### config.mk
export PLATFORM = sky130hd
export DESIGN_NAME = frag_lane_arbiter
export DESIGN_NICKNAME = d
export VERILOG_FILES = /design/src/rtl/frag_pkg.sv /design/src/rtl/rr_arbiter.sv /design/src/rtl/frag_lane_arbiter.sv
export SDC_FILE = /design/constraint.sdc
export NUM_CORES = 1
export LEC_CHECK = 0
export ABC_CLOCK_PERIOD_IN_PS = 5800
export CAP_MARGIN = 10
export CORE_AREA = 2 2 505 507
export CTS_BUF_LIST = sky130_fd_sc_hd__clkbuf_2
export CTS_CLUSTER_SIZE = 8
export DETAILED_ROUTE_END_ITERATION = 10
export DIE_AREA = 0 0 507 509
export GPL_ROUTABILITY_DRIVEN = 0
export GPL_TIMING_DRIVEN = 0
export SYNTH_ARGS = -nofsm -noshare
export SYNTH_HDL_FRONTEND = slang
export SYNTH_SLANG_ARGS = --single-unit
### constraint.sdc
create_clock -name clk -period 5.8 [get_ports clk]
set_input_delay 1.16 -clock clk [delete_from_list [all_inputs] [get_ports clk]]
set_output_delay 1.16 -clock clk [all_outputs]
set_load 0.1 [all_outputs]
### src/rtl/frag_pkg.sv
// Shared definitions for the fragment lane arbiter and the tx lane scheduler:
// fragment geometry, header field offsets, arbiter FSM encoding.
package frag_pkg;

    localparam int AURORA_WIDTH = 256;
    localparam int NUMBER_FRAG  = 5;

    // Header field offsets within a fragment.
    localparam int SRC_LSB      = 0;
    localparam int SRC_W        = 2;
    localparam int DST_LSB      = 2;
    localparam int DST_W        = 2;
    localparam int FNUM_LSB     = 4;
    localparam int FNUM_W       = 3;
    localparam int PAYLOAD_LSB  = 9;

    typedef enum logic [1:0] {
        ARB     = 2'd0,
        POP     = 2'd1,
        CAPTURE = 2'd2,
        OFFER   = 2'd3
    } arb_state_t;

    // A fragment is kept only if it is addressed to us and its sequence
    // number is inside the packet.
    function automatic logic hdr_ok(input logic [DST_W-1:0]  dst,
                                    input logic [FNUM_W-1:0] fnum,
                                    input logic [DST_W-1:0]  my_id,
                                    input int                num_frag);
        return (dst == my_id) && (int'(fnum) < num_frag);
    endfunction

endpackage

### src/rtl/rr_arbiter.sv
// Combinational round-robin pick: first requester strictly after ptr,
// wrapping, so the last winner gets lowest priority next time.
module rr_arbiter #(
    parameter int N = 4,
    parameter int W = 2
) (
    input  logic [N-1:0] req,
    input  logic [W-1:0] ptr,
    output logic [N-1:0] gnt,
    output logic [W-1:0] idx,
    output logic         any
);

    logic [W-1:0] cand;

    // Scan ptr+1 .. ptr+N and take the first asserted request.
    always_comb begin
        gnt  = '0;
        idx  = '0;
        any  = 1'b0;
        cand = '0;
        for (int i = 1; i <= N; i++) begin
            cand = W'((int'(ptr) + i) % N);
            if (!any && req[cand]) begin
                any       = 1'b1;
                gnt[cand] = 1'b1;
                idx       = cand;
            end
        end
    end

endmodule

### src/rtl/frag_lane_arbiter.sv
// Shares one fragment reassembly engine between several lane receive FIFOs.
// One fragment at a time: pick a lane, pop it, check the header, then either
// offer it downstream or drop it and count the drop.
module frag_lane_arbiter
    import frag_pkg::*;
#(
    parameter int AURORA_WIDTH  = frag_pkg::AURORA_WIDTH,
    parameter int NUM_LANES     = 4,
    parameter int LANE_ID_WIDTH = 2,
    parameter int MY_ROUTER_ID  = 0,
    parameter int NUMBER_FRAG   = frag_pkg::NUMBER_FRAG,
    parameter int CNT_WIDTH     = 16
) (
    input  logic                              clk,
    input  logic                              rst,
    input  logic [NUM_LANES-1:0]              empty_lane_fifo,
    output logic [NUM_LANES-1:0]              rd_lane_fifo,
    input  logic [NUM_LANES*AURORA_WIDTH-1:0] frag_lane,
    input  logic [NUM_LANES-1:0]              lane_enable,
    output logic                              frag_valid,
    input  logic                              frag_ready,
    output logic [AURORA_WIDTH-1:0]           frag_out,
    output logic [LANE_ID_WIDTH-1:0]          frag_lane_id,
    output logic [CNT_WIDTH-1:0]              drop_cnt,
    output logic                              busy
);

    arb_state_t                 state, state_nx;
    logic [NUM_LANES-1:0]       req;
    logic [NUM_LANES-1:0]       pick_gnt;
    logic [LANE_ID_WIDTH-1:0]   pick_idx;
    logic                       pick_any;
    logic [NUM_LANES-1:0]       grant_oh;
    logic [LANE_ID_WIDTH-1:0]   grant_idx;
    logic [LANE_ID_WIDTH-1:0]   rr_ptr;
    logic [AURORA_WIDTH-1:0]    lane_data [NUM_LANES];
    logic [AURORA_WIDTH-1:0]    cap_data;
    logic                       hdr_pass;

    // Empty is trusted at this sample; a lane going empty/disabled later
    // does not cancel the pop already committed to.
    assign req = ~empty_lane_fifo & lane_enable;

    rr_arbiter #(
        .N (NUM_LANES),
        .W (LANE_ID_WIDTH)
    ) u_rr (
        .req (req),
        .ptr (rr_ptr),
        .gnt (pick_gnt),
        .idx (pick_idx),
        .any (pick_any)
    );

    for (genvar g = 0; g < NUM_LANES; g++) begin : g_lane
        assign lane_data[g] = frag_lane[g*AURORA_WIDTH +: AURORA_WIDTH];
    end

    // FIFO read data arrives the cycle after the strobe, i.e. in CAPTURE.
    assign cap_data = lane_data[grant_idx];
    assign hdr_pass = hdr_ok(cap_data[DST_LSB +: DST_W],
                             cap_data[FNUM_LSB +: FNUM_W],
                             DST_W'(MY_ROUTER_ID), NUMBER_FRAG);

    assign rd_lane_fifo = (state == POP) ? grant_oh : '0;
    assign frag_valid   = (state == OFFER);
    assign busy         = (state != ARB);

    // State register.
    always_ff @(posedge clk) begin
        if (rst) state <= ARB;
        else     state <= state_nx;
    end

    // Next-state: grant, pop, check, offer; drops go straight back to ARB.
    always_comb begin
        state_nx = state;
        unique case (state)
            ARB:     if (pick_any)   state_nx = POP;
            POP:                     state_nx = CAPTURE;
            CAPTURE: state_nx = hdr_pass ? OFFER : ARB;
            OFFER:   if (frag_ready) state_nx = ARB;
            default:                 state_nx = ARB;
        endcase
    end

    // Grant/pointer capture, fragment capture and saturating drop count.
    always_ff @(posedge clk) begin
        if (rst) begin
            grant_oh     <= '0;
            grant_idx    <= '0;
            rr_ptr       <= LANE_ID_WIDTH'(NUM_LANES - 1);
            frag_out     <= '0;
            frag_lane_id <= '0;
            drop_cnt     <= '0;
        end else begin
            if (state == ARB && pick_any) begin
                grant_oh  <= pick_gnt;
                grant_idx <= pick_idx;
                rr_ptr    <= pick_idx;
            end
            if (state == CAPTURE) begin
                if (hdr_pass) begin
                    frag_out     <= cap_data;
                    frag_lane_id <= grant_idx;
                end else if (drop_cnt != '1) begin
                    drop_cnt <= drop_cnt + CNT_WIDTH'(1);
                end
            end
        end
    end

endmodule

== Yosys cells after proc, flatten, opt, wreduce, memory -nomap -nowiden ==
Index checks and enable logic that the tools add are counted.
Cells by class
  add/sub/neg operators: 5
  magnitude comparators: 10
  equal/unequal tests: 6
  muxes and demuxes: 36
  bitwise gates (word level): 7
  reductions and logical operators: 18
Operators by type and width (number)
  $bmux W256 S2: 1
  $mux W256: 2
  $mux W4: 5
  $add A16 B1 Y16 const B: 1
  $ne A16 B16 Y1 const B: 1
  $mux W2: 7
  $lt A2 B3 Y1 const B: 4
  $mux W1: 12
  $or A4 B4 Y4: 3
  $logic_and A1 B1 Y1: 9
  $bmux W1 S2: 4
  $demux W1 S2: 4
  $ge A2 B1 Y1 const B: 4
  $pmux W2 S4: 1
  $add A2 B1 Y2 const B: 2
  $add A2 B2 Y2 const B: 2
  $and A4 B4 Y4: 1
  $eq A2 B2 Y1 const B: 2
  $logic_not A2 Y1: 2
  $not A4 Y4: 1
  $reduce_and A2 Y1: 2
  $ge A3 B3 Y1 const B: 1
  $logic_not A1 Y1: 3
  $lt A3 B3 Y1 const B: 1
  7 further kinds: 7
Word-level totals
  register bits: 284
  input port bits: 1035
  output and inout port bits: 280
  word-level logic and storage cells: 89

== Logic depth before layout (Yosys ltp) ==
Gate-level depths: netlist (run 1).
  word-level depth: 16
  gate-level depth with buffers: 10
  gate-level depth less buffers: 7

== Modules after synthesis ==
A second synthesis (run 1) with hierarchy kept.
Second synthesis, totals
  cell total of the unflattened synthesis: 1683
  area total of the unflattened synthesis: 16892.5 um^2
Modules (own cells, without submodules)
  frag_lane_arbiter: instances 1, cells an instance 1597, area an instance 16263.1 um^2, seq. area each 5685.5 um^2
  rr_arbiter: instances 1, cells an instance 86, area an instance 629.4 um^2, seq. area each 0.0 um^2

== Worst setup path before layout (run 1) ==
No wires, ideal clock.
  path kind: input to register
  start: in frag_lane[2]
  end: reg drop_cnt[15]
  setup time: 121 ps
  data arrival time: 2766 ps
  required time: 5679 ps
  slack: 2913 ps
  stages: 6
  path buffers: 1
  cells stage by stage: or2_2 > mux4_2 > o221a_1 > buf_2 > and4_4 > mux2_4
On the way
  longest elaborated chain between the ends: 7
RTL lines
  start: declaration: line frag_lane_arbiter.sv:18  | input logic [NUM_LANES*AURORA_WIDTH-1:0] frag_lane,
  $bmux W256 S2: line frag_lane_arbiter.sv:60  | assign cap_data = lane_data[grant_idx];
  $mux W256 (not written as such) (2 in series): line frag_lane_arbiter.sv:60
  $logic_not A2 Y1: line frag_pkg.sv:30  | return (dst == my_id) && (int'(fnum) < num_frag);
  $logic_and A1 B1 Y1: line frag_pkg.sv:30
  $not A1 Y1 (no line)
  $reduce_and A3 Y1 (no line)
  end signal: assignment: line frag_lane_arbiter.sv:107  | drop_cnt <= drop_cnt + CNT_WIDTH'(1);
  end: declaration: line frag_lane_arbiter.sv:24  | output logic [CNT_WIDTH-1:0] drop_cnt,
No other way between the ends. The select of a mux whose other input is x is not followed.
A chain may end at the register's enable or synchronous reset.

== Worst setup path after layout (run 1) ==
  start: reg state[1]
  end: out busy
On the way
  longest elaborated chain between the ends: 1
RTL lines
  start: declaration: line frag_lane_arbiter.sv:28  | arb_state_t state, state_nx;
  start signal: assignment: line frag_lane_arbiter.sv:72  | else state <= state_nx;
  $reduce_bool A2 Y1: line frag_lane_arbiter.sv:67  | assign busy = (state != ARB);
  end: declaration: line frag_lane_arbiter.sv:25  | output logic busy
No other way between the ends.

==> results.ini, run 1 <==
[run_status]
outcome=finished clean

[setup_path]
crit_path_max_fanout=8
crit_path_top_delay_cell=clkdlybuf4s50_1
startpoint_type=flop
cp-end-kind=primary output
worstPathCellList=nor2_1 -> clkinv_1 -> clkdlybuf4s50_1
reg2reg_depth=9
cp_slowest_stage_delay_ns=1.05
setup.worst_path.start=state[1]$_SDFFE_PP0P_
arrival_ns=3.54
rr_startpoint=grant_idx[1]$_SDFFE_PP0P_
crit_type=reg -> out
required_ns=4.64

[synthesis]
synthArstFlopShare=0
synth-seq-area-share=0.340
ys_seq_elements=284
synth-edff-count=0
synth_ff_type=dfxtp_1
synth.top_cell.area_share=0.351
syn_area_um2=16700
synth_area_leader_cell=mux4_2
syn-num-nets=2713
ys_top_cells_by_count=nand2_1 (521), dfxtp_1 (284), a21oi_1 (275), mux4_2 (261), clkbuf_1 (92)
synthesis.instances=1669
synth_cell_types=58
yosysWarnings=0
yosysMostFrequentCell=nand2_1
ys_top_cells_by_area=mux4_2 (35%), dfxtp_1 (34%), nand2_1 (12%)
syn_avg_cell_area_um2=10.0

[placement]
dp.cells=6366
place_hpwl_mm=223
io_buffers=1313
pre_cts_slack_ns=1.11

[run]
maxCapViolCount=0

[min_path]
min_from=rst
min_path_type=in -> reg
holdPathStages=3

[die]
die_y_um=509
std_cell_rows=185
start_util=0.0662
core-area_um2=253000
dieArea_um2=258000
die_w_um=507
design.portCount=1315

[layout]
fin_util=0.141
drive_gt1_frac=0.155
n_fill_cell=28600
syn2layout_area_growth_pct=113
nNetsFinal=4135
layoutNonFillerInstCount=6690

[detailed_routing]
drc_errors=0
drtPass1Iterations=5
vias=23000
wl_mm=243
wire_per_inst_um=36.4
vias_per_cell=3.44
drt_iter0_drc=2055
drtAntennaViolNets=0

[global_route]
grt-ovfl-total=0
grt_usage=0.180
grt_pass1_vias=21700
antenna_found_initial=400
grt_pass1_wl_mm=285
grt_max_degree=17

[sta]
timing_hold_violations_final=0
slew_headroom=0.125
timing_worst_slew_pin_value_ns=1.31
fin_skew_ns=0.173
drv_slew=0
fmax_ghz=0.213
fin_crit_ns=4.70
rsz0062_at_grt=no
holdWs_ns=0.400
tns_ns=0
period_share=0.810
final-setup-viol-count=0
final.setup.worst_slack_ns=1.10

[clocking]
post_cts_resized=0
clkSinkCount=284
htreeDepth=3
cts_tree=built
cts_buffer_depth=3
cts_setup_buffers=0
path_clk_slew_ns=0.11
cts_buffers=85
clkLatencyLatePin_ns=1.52
cts-root-buf=clkbuf_2

[pwr]
p_per_area_nw_per_um2=249
leakage_nw=10.9
ir_worst_vdd_mv=0.130

-- critical path: cells and delay by family, from the launching register on --
kind | cells | cell delay [ns]
buffers and inverters | 2 | 1.36
DFF | 1 | 0.36
and+or+nand+nor | 1 | 0.31
-- where the power goes --
group	switching, W	internal (W)
clock network	0.00121	0.000649
logic	0.00280	0.00210
registers	0.0000691	0.00205
-- area by class of cell --
class	count	area [um2]	share of cell area
inverters	13	48.8	0.00137
clock buffers	109	546	0.0153
repair buffers	1335	13500	0.378
multi-input cells	1219	10400	0.290
diodes	169	423	0.0119
flip-flops and latches	284	5690	0.159
clock inverters	42	275	0.00771
plain buffers	153	656	0.0184
well taps	3366	4210	0.118
-- final timing paths --
kind,endpoint,slack (ns)
hold reg to reg,frag_out[55]$_SDFFE_PP0P_,0.46
hold / removal,drop_cnt[9]$_SDFFE_PP0P_,0.40
setup / recovery,busy,1.10
setup reg to reg,frag_out[58]$_SDFFE_PP0P_,1.90
-- sequential cells by signal, indices dropped and copies added (netlist names) --
register,count
frag_out,256
drop_cnt,16
grant_oh,4
grant_idx,2
state,2
rr_ptr,2
frag_lane_id,2
-- kinds of logic after synthesis --
logic type      synth area share
simple gates               0.151
compound gates             0.105
flops                      0.340
mux                        0.354
buf+inv                   0.0418
fa+ha+maj                0.00673
xor+xnor                 0.00157
-- layout by cell type, fill, tap and decap left out, types with 8 or more instances in the layout --
cell type,n
a21oi_1,275
clkinv_1,26
buf_2,52
nand2_1,521
inv_1,10
nand3_1,9
and2_1,8
nand2b_1,10
dfxtp_1,284
nor2b_1,11
buf_12,16
clkdlybuf4s50_1,1298
buf_4,8
diode_2,169
clkinv_2,9
mux4_2,261
buf_1,16
ha_1,9
clkbuf_2,113
o21ai_0,11
clkbuf_1,88
nor2_1,17
-- what timing repair did --
item,4_1_cts,5_1_grt
hold buffers,1,0
hold endpoints to repair,2,0
setup endpoints to repair,0,0
-- per-stage QoR --
step	instance area, um2	power, W
final	35700	0.00887
after global routing	35500	0.00928
after CTS	35200	0.00905
after detailed placement	34400	0.00712
after global placement	34100	0.00704
after floorplan	16700	0.00481
-- per-layer routing --
layer / vias to the layer above / GRT usage / share of wire
met1: 10700 / 0.176 / 0.33
met2: 2045 / 0.277 / 0.43
met4: 250 / 0.0951 / 0.058
li1: 9263 / - / -
met3: 764 / 0.135 / 0.17
met5: - / 0.0146 / 0.0068
(Power assumes the default switching activity.)
==> run 2: changes to the inputs <==
--- a/config.mk
+++ b/config.mk
@@ -5,13 +5,13 @@
 export SDC_FILE = /design/constraint.sdc
 export NUM_CORES = 1
 export LEC_CHECK = 0
-export ABC_CLOCK_PERIOD_IN_PS = 5800
+export ABC_CLOCK_PERIOD_IN_PS = 4800
 export CAP_MARGIN = 10
-export CORE_AREA = 2 2 505 507
+export CORE_AREA = 2 2 519 521
 export CTS_BUF_LIST = sky130_fd_sc_hd__clkbuf_2
 export CTS_CLUSTER_SIZE = 8
 export DETAILED_ROUTE_END_ITERATION = 10
-export DIE_AREA = 0 0 507 509
+export DIE_AREA = 0 0 521 523
 export GPL_ROUTABILITY_DRIVEN = 0
 export GPL_TIMING_DRIVEN = 0
 export SYNTH_ARGS = -nofsm -noshare
==> constraint.sdc (replaced) <==
create_clock -name clk -period 4.8 [get_ports clk]
set_input_delay 0.96 -clock clk [delete_from_list [all_inputs] [get_ports clk]]
set_output_delay 0.96 -clock clk [all_outputs]
set_load 0.1 [all_outputs]
==> results.ini, run 2 (synthesis gave the netlist of run 1 again) <==
[die]
core-area_um2=267000
die_y_um=523
std_cell_rows=190
dieArea_um2=272000
start_util=0.0627
design.portCount=1315
die_w_um=521

[pwr]
pwr-share-clk=0.196
sw_frac_of_total=0.463
p_switching_w=0.00499
p_comb_frac=0.566
leakage_nw=11.1
p_per_area_nw_per_um2=297
ir_worst_vdd_mv=0.172
seqPwrFrac=0.238
p_int_w=0.00579

[clocking]
htreeDepth=3
clkSinkCount=284
cts_tree=built
cts_setup_buffers=0
cts_buffer_depth=3
cts-root-buf=clkbuf_2
path_clk_slew_ns=0.11
cts_buffers=83
clkLatencyLatePin_ns=1.54

[run]
maxCapViolCount=0

[layout]
regMostFlops=frag_out
fin_util=0.136
nNetsFinal=4165
design_area_um2=36300
layoutNonFillerInstCount=6913
n_fill_cell=30200
seq_area_um2=5690
drive_gt1_frac=0.163
multiInputGateArea_um2=10400
syn2layout_area_growth_pct=117
final_cell_mix=clkdlybuf4s50_1 (1285), nand2_1 (521), dfxtp_1 (284), a21oi_1 (275), mux4_2 (261)
largestRegisters=frag_out (256), drop_cnt (16), grant_oh (4)
final_common_cell=clkdlybuf4s50_1
largest_reg_flops=256

[global_route]
grt_usage=0.187
grt-ovfl-total=0
antenna_found_initial=425
grt_pass1_wl_mm=310
grt_pass1_vias=22200
grt_max_degree=15

[sta]
fmax_ghz=0.222
timing_hold_violations_final=0
timing_worst_slew_pin_value_ns=1.40
fin_skew_ns=0.282
final-setup-viol-count=0
period_share=0.938
drv_slew=0
holdWs_ns=0.319
slew_headroom=0.0604
fin_crit_ns=4.50

[placement]
place_hpwl_mm=245
placed_area_um2=34700
dp.cells=6560
io_buffers=1313

[setup_path]
cp_slowest_stage_delay_ns=1.07
crit_path_top_delay_cell=clkdlybuf4s50_1
arrival_ns=3.54
worstPathCellList=nor2_1 -> clkinv_1 -> clkdlybuf4s50_1
crit_type=reg -> out
required_ns=3.84
crit_path_max_fanout=8
cp-end-kind=primary output
startpoint_type=flop

[detailed_routing]
vias=23300
wl_mm=266
drt_iter0_drc=1716
vias_per_cell=3.37
drc_errors=0
drtAntennaViolNets=0
wire_per_inst_um=38.5
drtPass1Iterations=7

[run_status]
outcome=finished clean

[min_path]
min_path_type=in -> reg

run 2: changes by cell type in the layout (fill, tap and decap cells not counted), moves of 9 or more:
cell             before   now
dlygate4sd3_1         1    21
buf_12               16    29
diode_2             169   179
buf_2                52    66
clkinv_1             26    17
clkdlybuf4s50_1    1298  1285
run 2: metrics by stage:
stage / power, W / TNS, ns / setup slack, ns
CTS: 0.0110 / 0 / 0.0198
global placement: 0.00860 / -24.26 / -0.861
floorplan: 0.00581 / 0 / 2.08
global route: 0.0113 / -0.0189 / -0.0189
finish: 0.0108 / 0 / 0.299
detailed placement: 0.00872 / -0.0169 / -0.0169
run 2: area by class of cell:
class | instances | share of cell area
sequential | 284 | 0.157
clock inverter | 33 | 0.00535
multi-input combinational | 1219 | 0.285
buffer | 153 | 0.0181
tap | 3552 | 0.123
inverter | 13 | 0.00135
clock buffer | 113 | 0.0156
timing repair buffer | 1367 | 0.383
antenna | 179 | 0.0123
run 2: final timing paths:
check	from	end	slack (ns)	cells past startpoint
max	state[1]$_SDFFE_PP0P_	busy	0.30	3
min	frag_lane[421]	frag_out[165]$_SDFFE_PP0P_	0.32	4
max reg2reg	grant_idx[1]$_SDFFE_PP0P_	frag_out[34]$_SDFFE_PP0P_	0.46	8
min reg2reg	frag_out[226]$_SDFFE_PP0P_	frag_out[226]$_SDFFE_PP0P_	0.46	2
run 2: metal layers:
metal  global-route usage  share of wire  routed length [um]  vias up
met3                0.163           0.19               50800      848
li1                     -              -                   -     9307
met4               0.0938          0.058               15500      296
met5                    0         0.0073                1950        -
met1                0.184           0.34               89400    10800
met2                0.272           0.41              108000     2025
run 2: worst max-delay path: cells and delay by family (launching register included):
family                 cells  cell delay (ns)
buffers and inverters      2             1.36
flip-flops                 1             0.36
AND/OR/NAND/NOR            1             0.27
run 2: repair_timing:
action                                 4_1_cts  5_1_grt
resized for setup                            0        0
endpoints found under the hold margin       15        0
hold buffers                                21        0
run 2: power groups by stage:
stage / registers [W] / clock network, W / logic (W)
after global placement: 0.00261 / 0 / 0.00598
after floorplan: 0.00323 / 0 / 0.00259
after global routing: 0.00258 / 0.00232 / 0.00638
after CTS: 0.00256 / 0.00224 / 0.00616
after detailed placement: 0.00262 / 0 / 0.00610
final: 0.00256 / 0.00211 / 0.00610
